[src/rtl/muldiv_sequencer.sv]
// muldiv_sequencer: iterative MULT/MULTU/DIV/DIVU unit that owns the HI/LO pair.
// One result bit per cycle on a 32-bit add/subtract path; stalls the pipeline while busy.
module muldiv_sequencer #(
    parameter int ITER = 32
) (
    input  logic        clk,
    input  logic        reset,
    input  logic        start,
    input  logic [1:0]  op,
    input  logic [31:0] A,
    input  logic [31:0] B,
    input  logic        hi_we,
    input  logic        lo_we,
    input  logic [31:0] wdata,
    output logic        busy,
    output logic        stall,
    output logic        done,
    output logic        div_by_zero,
    output logic [31:0] HI,
    output logic [31:0] LO
);
    // state | meaning
    // IDLE  | waiting for start; MTHI/MTLO accepted
    // PREP  | signed operands to magnitudes, record signs, clear work/counter
    // CALC  | one multiply/divide step per cycle, ITER cycles
    // FIX   | apply signs / divide-by-zero result, write HI/LO
    // DONE  | result visible, done pulse; start accepted here too
    typedef enum logic [2:0] {S_IDLE, S_PREP, S_CALC, S_FIX, S_DONE} state_t;

    localparam int CW = (ITER > 1) ? $clog2(ITER) : 1;
    localparam logic [CW-1:0] CNT_LAST = CW'(ITER - 1);

    state_t        state_q, state_d;
    logic [1:0]    op_q, op_d;
    logic [31:0]   a_q, a_d;
    logic [31:0]   b_q, b_d;
    logic [31:0]   a_raw_q, a_raw_d;
    logic [63:0]   work_q, work_d;
    logic [CW-1:0] cnt_q, cnt_d;
    logic          res_neg_q, res_neg_d;
    logic          rem_neg_q, rem_neg_d;
    logic          dbz_q, dbz_d;
    logic [31:0]   hi_q, hi_d;
    logic [31:0]   lo_q, lo_d;

    logic          is_signed, is_div;
    logic [32:0]   mul_sum;
    logic [32:0]   rem_sh;
    logic          rem_ge;
    logic [31:0]   rem_sub;
    logic [31:0]   quo_fix, rem_fix;
    logic [63:0]   prod_fix;

    assign is_signed = ~op_q[0];
    assign is_div    = op_q[1];

    always_comb begin
        mul_sum  = {1'b0, work_q[63:32]} + {1'b0, b_q};
        rem_sh   = {work_q[63:32], a_q[31]};
        rem_ge   = (rem_sh >= {1'b0, b_q});
        rem_sub  = rem_sh[31:0] - b_q;
        quo_fix  = res_neg_q ? -work_q[31:0] : work_q[31:0];
        rem_fix  = rem_neg_q ? -work_q[63:32] : work_q[63:32];
        prod_fix = res_neg_q ? -work_q : work_q;
    end

    always_comb begin
        state_d   = state_q;
        op_d      = op_q;
        a_d       = a_q;
        b_d       = b_q;
        a_raw_d   = a_raw_q;
        work_d    = work_q;
        cnt_d     = cnt_q;
        res_neg_d = res_neg_q;
        rem_neg_d = rem_neg_q;
        dbz_d     = dbz_q;
        hi_d      = hi_q;
        lo_d      = lo_q;

        // MTHI/MTLO only land while idle; a result written later overwrites them.
        if (!busy) begin
            if (hi_we) hi_d = wdata;
            if (lo_we) lo_d = wdata;
        end

        unique case (state_q)
            S_IDLE, S_DONE: begin
                if (start) begin
                    op_d    = op;
                    a_d     = A;
                    a_raw_d = A;
                    b_d     = B;
                    state_d = S_PREP;
                end else if (state_q == S_DONE) begin
                    state_d = S_IDLE;
                end
            end
            S_PREP: begin
                if (is_signed) begin
                    a_d       = a_q[31] ? -a_q : a_q;
                    b_d       = b_q[31] ? -b_q : b_q;
                    res_neg_d = a_q[31] ^ b_q[31];
                    rem_neg_d = a_q[31];
                end else begin
                    res_neg_d = 1'b0;
                    rem_neg_d = 1'b0;
                end
                work_d  = '0;
                cnt_d   = '0;
                state_d = S_CALC;
            end
            S_CALC: begin
                if (is_div) begin
                    // Dividend bits enter MSB-first from a_q; quotient collects in work low half.
                    work_d = rem_ge ? {rem_sub, work_q[30:0], 1'b1}
                                    : {rem_sh[31:0], work_q[30:0], 1'b0};
                    a_d    = {a_q[30:0], 1'b0};
                end else begin
                    work_d = a_q[0] ? {mul_sum, work_q[31:1]} : {1'b0, work_q[63:1]};
                    a_d    = {1'b0, a_q[31:1]};
                end
                cnt_d = cnt_q + 1'b1;
                if (cnt_q == CNT_LAST) state_d = S_FIX;
            end
            S_FIX: begin
                dbz_d = 1'b0;
                if (!is_div) begin
                    {hi_d, lo_d} = prod_fix;
                end else if (b_q == 32'd0) begin
                    hi_d  = a_raw_q;
                    lo_d  = 32'hFFFF_FFFF;
                    dbz_d = 1'b1;
                end else begin
                    lo_d = quo_fix;
                    hi_d = rem_fix;
                end
                state_d = S_DONE;
            end
            default: state_d = S_IDLE;
        endcase
    end

    always_ff @(posedge clk) begin
        if (reset) begin
            state_q   <= S_IDLE;
            op_q      <= '0;
            a_q       <= '0;
            b_q       <= '0;
            a_raw_q   <= '0;
            work_q    <= '0;
            cnt_q     <= '0;
            res_neg_q <= 1'b0;
            rem_neg_q <= 1'b0;
            dbz_q     <= 1'b0;
            hi_q      <= '0;
            lo_q      <= '0;
        end else begin
            state_q   <= state_d;
            op_q      <= op_d;
            a_q       <= a_d;
            b_q       <= b_d;
            a_raw_q   <= a_raw_d;
            work_q    <= work_d;
            cnt_q     <= cnt_d;
            res_neg_q <= res_neg_d;
            rem_neg_q <= rem_neg_d;
            dbz_q     <= dbz_d;
            hi_q      <= hi_d;
            lo_q      <= lo_d;
        end
    end

    assign busy        = (state_q == S_PREP) || (state_q == S_CALC) || (state_q == S_FIX);
    assign stall       = busy;
    assign done        = (state_q == S_DONE);
    assign div_by_zero = done & dbz_q;
    assign HI          = hi_q;
    assign LO          = lo_q;

endmodule

[config.mk]
export PLATFORM = sky130hd
export DESIGN_NAME = muldiv_sequencer
export DESIGN_NICKNAME = d
export VERILOG_FILES = /design/src/rtl/muldiv_sequencer.sv
export SDC_FILE = /design/constraint.sdc
export NUM_CORES = 1
export LEC_CHECK = 0
export ABC_AREA = 0
export BUFFER_PORTS_ARGS = -buffer_cell sky130_fd_sc_hd__clkbuf_2
export CAP_MARGIN = 30
export CORE_MARGIN = 2
export CORE_UTILIZATION = 30
export CTS_CLUSTER_SIZE = 28
export DETAILED_ROUTE_END_ITERATION = 10
export GPL_ROUTABILITY_DRIVEN = 1
export SKIP_LAST_GASP = 1
export SLEW_MARGIN = 15
export SYNTH_ARGS = -nofsm -noshare
export SYNTH_HDL_FRONTEND = slang
export SYNTH_SLANG_ARGS = --single-unit
[constraint.sdc]
create_clock -name clk -period 3.2 [get_ports clk]
set_input_delay 0.32 -clock clk [delete_from_list [all_inputs] [get_ports clk]]
set_output_delay 0.32 -clock clk [all_outputs]
set_load 0.01 [all_outputs]
==> impl_summary.txt <==
----------------------------------------------------
[GRT]
  Wire length of the first global-routing pass ... 110,000 um
  Number of antenna violations at the first check in global routing ... 0
  Pin count of the biggest net entering global routing ... 99
  Residual overflow from global routing ... 0
  Tot GR Track Use ... between 20% and 30%
  Number of global-route vias before repair ... 18,600

[STA]
  Slew at the pin with the worst max-slew slack ... 0.861 ns
  Number of pins exceeding their max-slew limit in the final report ... 0
  Max_slew headroom ... 42.6%
  Final worst-path cycle share ... 99.0%
  Hold Vio Cnt, Final ... 0
  Final setup fails ... 0
  RSZ-0062 raised after global routing ... yes
  Shortest clock period the worst path allows after layout ... 3.17 ns
  Fmax achieved ... roughly 320 MHz
  Max Clock Skew ... 0.0374 ns

[Yosys]
  Post-Syn Area ... 0.0182 mm2
  Gate count of the mapped netlist ... 2,447
  Number of synthesized register bits ... 237
  Ys async rst share ... 0%
  Top-area cell type share of the netlist area ... 26.1%
  Synth warnings ... 0
  Leading post-synthesis cells by cell area ... sky130_fd_sc_hd__dfxtp_1 26%, sky130_fd_sc_hd__mux2i_1 6.9%, sky130_fd_sc_hd__a21oi_1 6.3%, sky130_fd_sc_hd__nor2_1 5.5%, sky130_fd_sc_hd__nand2_1 5.2%
  Part of the Yosys area used for sequential elements ... 26.1%
  Net count after synthesis ... 2,622
  Biggest area consumer among synthesized cells ... sky130_fd_sc_hd__dfxtp_1
  Unique cell type count in the Yosys netlist ... 75
  Synthesized area divided by synthesized cell count ... ~7.4 um2
  EDFF count, synth ... 0
  Predominant post-synthesis flop cell ... sky130_fd_sc_hd__dfxtp_1

[Min path]
  Path type of the worst min-delay path ... in -> reg
  Destination of the worst hold path ... b_q[4]
  Worst Hold Launch ... B[4]
  Worst Hold Path Cells ... 3

[Cells and area]
  Number of filler instances in the final layout ... 6,377
  Net count of the finished layout ... around 2,900
  Area growth from synthesis to layout ... 26.7%
  Fraction of final layout cells sized beyond drive strength 1 ... 21.3%
  Layout Cell Area excl Fill ... 0.0230 mm2
  Total inserted antenna cells ... 0
  Post-Route Utilization ... between 30% and 40%

[CTS]
  Sinks on the clock net ... 237
  CTS tree ... yes
  Clock latency of the later-clocked register in the worst-skew pair ... 0.61 ns
  Clock transition at path regs ... 0.06 ns
  Num CTS Buffers ... 30
  Max Buffers Root-to-Sink ... 3
  H-tree Lvls ... 1
  Buffer cell driving the clock tree root ... sky130_fd_sc_hd__clkbuf_16

[Detailed routing]
  DRC Markers ... 0
  First-pass DRT Iterations ... 8
  Detailed-route vias per instance ... 5.58
  Antenna violation net count after detailed routing ... 0
  Vias after detailed routing ... 19,800
  Drt first-iter violations ... 1,671
  WL per Instance ... between 20 and 25 um
  Total wire length after detailed routing ... between 70,000 and 80,000 um

[Die]
  Placeable core region ... 0.0601 mm2
  Boundary pin count ... 171
  Std-Cell Rows ... 90
  Chip Height ... 250 um
  Effective utilization at floorplan ... a little under a third
  Die ar. ... 0.0625 mm2
  Horizontal extent of the die ... 250 um

[Setup path]
  Startpoint kind of the worst setup timing path ... register
  Endpoint kind of the worst setup timing path ... register
  Kind of critical path ... reg -> reg
  Sequence of cells on the critical path ... clkinv_2 -> ha_2 -> or3b_4 -> nand3b_4 -> or4_4 -> or3_4 -> or3_4 -> or3_4 -> nor3b_1 -> o21ai_1 -> a21oi_1
  Worst Reg-to-Reg Cells ... 11
  Arrival time of the worst setup path ... 3.60 ns
  Total buffers and inverters traversed by the critical path ... 1
  CP required ... approximately 3.6 ns
  Critical-path cell with the highest stage delay ... sky130_fd_sc_hd__or4_4
  Max FO, Critical Path ... 4
  Largest stage delay, worst path ... around 0.44 ns
  Worst r2r src ... a_q[0]
  Critical Path Most Common Cell ... sky130_fd_sc_hd__or3_4
  R2r endpoint ... a_q[28]
  Largest delay share family, worst path ... simple AND/OR/NAND/NOR gates
  Worst-case register-to-register setup slack ... 0.03 ns

[Power and ir drop]
  Overall power ... 9.81 mW
  Pwr per Cell Area ... 426 mW/mm2
  Pleak ... a little under 10 nW
  IR Drop Worst-Case VDD ... 0.436 mV

[Placement]
  Total half-perimeter wirelength after legalization and detailed placement ... ~54,000 um
  Placed Area ... between 0.02 and 0.025 mm2
  Placer Congestion ... ~0.97
  Number of buffer cells added on primary ports ... 170

[Flow run]
  Max-cap check violation count ... 0

[Outcome]
  Status ... finished, final reports clean

----------------------------------------------------
-- through the flow --
step	setup WS (ns)	instances	hold WS [ns]	setup TNS (ns)
3_5_place_dp	-0.147	3444	0.451	-0.296
3_3_place_gp	-0.0475	3444	0.448	-0.119
2_1_floorplan	-0.0672	2447	0.433	-0.116
6_report	0.0320	3541	0.0162	0
5_1_grt	-0.0894	3541	0.0158	-0.291
4_1_cts	-0.0375	3534	0.000553	-0.0375
-- flip-flops by register name, summed over array words and instances, names as in the netlist --
signal and count:
op_q 2, rem_neg_q 1, HI 32, b_q 32, dbz_q 1, state_q 3
work_q 64, cnt_q 5, a_raw_q 32, res_neg_q 1, LO 32, a_q 32
-- cell families after synthesis --
group                      count (synthesis)  synth area share, %
AOI/OAI and AO/OA                        790                 28.0
xor gates and xnor gates                 138                 6.65
adders and majority gates                 72                 5.04
buffers and inverters                    263                 5.50
DFF                                      237                 26.1
muxes                                    144                 8.06
and+or+nand+nor                          803                 20.6
-- worst reg2reg max path, stage by stage, from the launching register on --
cell	delay (ns)
sky130_fd_sc_hd__dfxtp_4	0.36
sky130_fd_sc_hd__clkinv_2	0.06
sky130_fd_sc_hd__ha_2	0.17
sky130_fd_sc_hd__or3b_4	0.39
sky130_fd_sc_hd__nand3b_4	0.17
sky130_fd_sc_hd__or4_4	0.44
sky130_fd_sc_hd__or3_4	0.35
sky130_fd_sc_hd__or3_4	0.34
sky130_fd_sc_hd__or3_4	0.36
sky130_fd_sc_hd__nor3b_1	0.15
sky130_fd_sc_hd__o21ai_1	0.14
sky130_fd_sc_hd__a21oi_1	0.07
-- synthesized netlist by cell type (24+ instances only) --
cell                       number
sky130_fd_sc_hd__a21o_1        37
sky130_fd_sc_hd__nand2_1      252
sky130_fd_sc_hd__nor3_1        55
sky130_fd_sc_hd__xnor2_1       58
sky130_fd_sc_hd__a21oi_1      227
sky130_fd_sc_hd__xor2_1        80
sky130_fd_sc_hd__dfxtp_1      237
sky130_fd_sc_hd__o21ai_0      188
sky130_fd_sc_hd__or3_1         30
sky130_fd_sc_hd__clkbuf_1     184
sky130_fd_sc_hd__a211oi_1      49
sky130_fd_sc_hd__ha_1          70
sky130_fd_sc_hd__o31ai_1       33
sky130_fd_sc_hd__nor2_1       264
sky130_fd_sc_hd__a22oi_1       27
sky130_fd_sc_hd__inv_1         52
sky130_fd_sc_hd__mux2i_1      126
sky130_fd_sc_hd__or4_1         24
sky130_fd_sc_hd__a221oi_1      47
sky130_fd_sc_hd__nand3_1       26
-- repair_timing --
| item | 4_1_cts | 5_1_grt |
|---|---|---|
| setup endpoints to repair | 6 | 86 |
| endpoints found under the hold margin | 35 | 0 |
| resized for setup | 4 | 64 |
| hold buffers | 35 | 0 |
| setup buffers | 0 | 7 |
| pin swaps | 0 | 18 |
-- metal layers --
layer  vias up  share of wire (%)  track usage (%)  wire length (um)
met1      9375                 44             29.6             31600
met2       715                 47             36.7             33400
met4         0                3.5             8.08              2540
met3       130                5.8             2.40              4170
met5         -                  0                0                 0
li1       9544                  -                -                 -
-- layout by cell type, fill, tap and decap left out, types with 18 or more instances in the layout --
master                          Yosys  final
sky130_fd_sc_hd__a221oi_1          47     46
sky130_fd_sc_hd__clkbuf_2           0    169
sky130_fd_sc_hd__nand2b_1          22     21
sky130_fd_sc_hd__a21oi_1          227    227
sky130_fd_sc_hd__or3_1             30     22
sky130_fd_sc_hd__a21o_1            37     37
sky130_fd_sc_hd__xnor2_1           58     58
sky130_fd_sc_hd__or4_1             24     20
sky130_fd_sc_hd__nand3_1           26     24
sky130_fd_sc_hd__nor3_1            55     51
sky130_fd_sc_hd__clkbuf_16          0     30
sky130_fd_sc_hd__inv_1             52     51
sky130_fd_sc_hd__o211ai_1          21     21
sky130_fd_sc_hd__nor2_1           264    262
sky130_fd_sc_hd__mux2_2            18     18
sky130_fd_sc_hd__buf_4              1    252
sky130_fd_sc_hd__and2_1            20     19
sky130_fd_sc_hd__nand4_1           21     21
sky130_fd_sc_hd__ha_1              70     67
sky130_fd_sc_hd__o31ai_1           33     32
sky130_fd_sc_hd__dfxtp_1          237    230
sky130_fd_sc_hd__dlygate4sd3_1      0     35
sky130_fd_sc_hd__mux2i_1          126    126
sky130_fd_sc_hd__a31oi_1           22     19
sky130_fd_sc_hd__o21ai_0          188    179
sky130_fd_sc_hd__xor2_1            80     80
sky130_fd_sc_hd__a211oi_1          49     46
sky130_fd_sc_hd__nand2_1          252    250
sky130_fd_sc_hd__a22oi_1           27     27
-- final cells by class --
cell class | instances | area, um2 | area share [%]
inverter | 53 | 200 | 0.870
multi-input combinational | 1947 | 12800 | 55.4
clock buffer | 43 | 840 | 3.65
sequential | 237 | 4760 | 20.7
tap | 782 | 978 | 4.25
timing repair buffer | 467 | 3280 | 14.3
clock inverter | 12 | 198 | 0.859
-- power breakdown --
part / total, mW / switching [mW] / internal (mW)
Combinational: 2.87 / 1.67 / 1.20
Sequential: 3.34 / 0.198 / 3.14
Clock: 3.60 / 1.45 / 2.15
Total: 9.81 / 3.31 / 6.49
-- worst max path at each step --
stage	from	to	cells past startpoint
floorplan	a_q[0]	a_q[28]	12
global placement	work_q[2]	HI[21]	10
detailed placement	work_q[2]	HI[7]	10
CTS	work_q[2]	HI[7]	10
global route	a_q[15]	a_q[28]	11
finish	a_q[0]	a_q[28]	11
(Power assumes the default switching activity.)
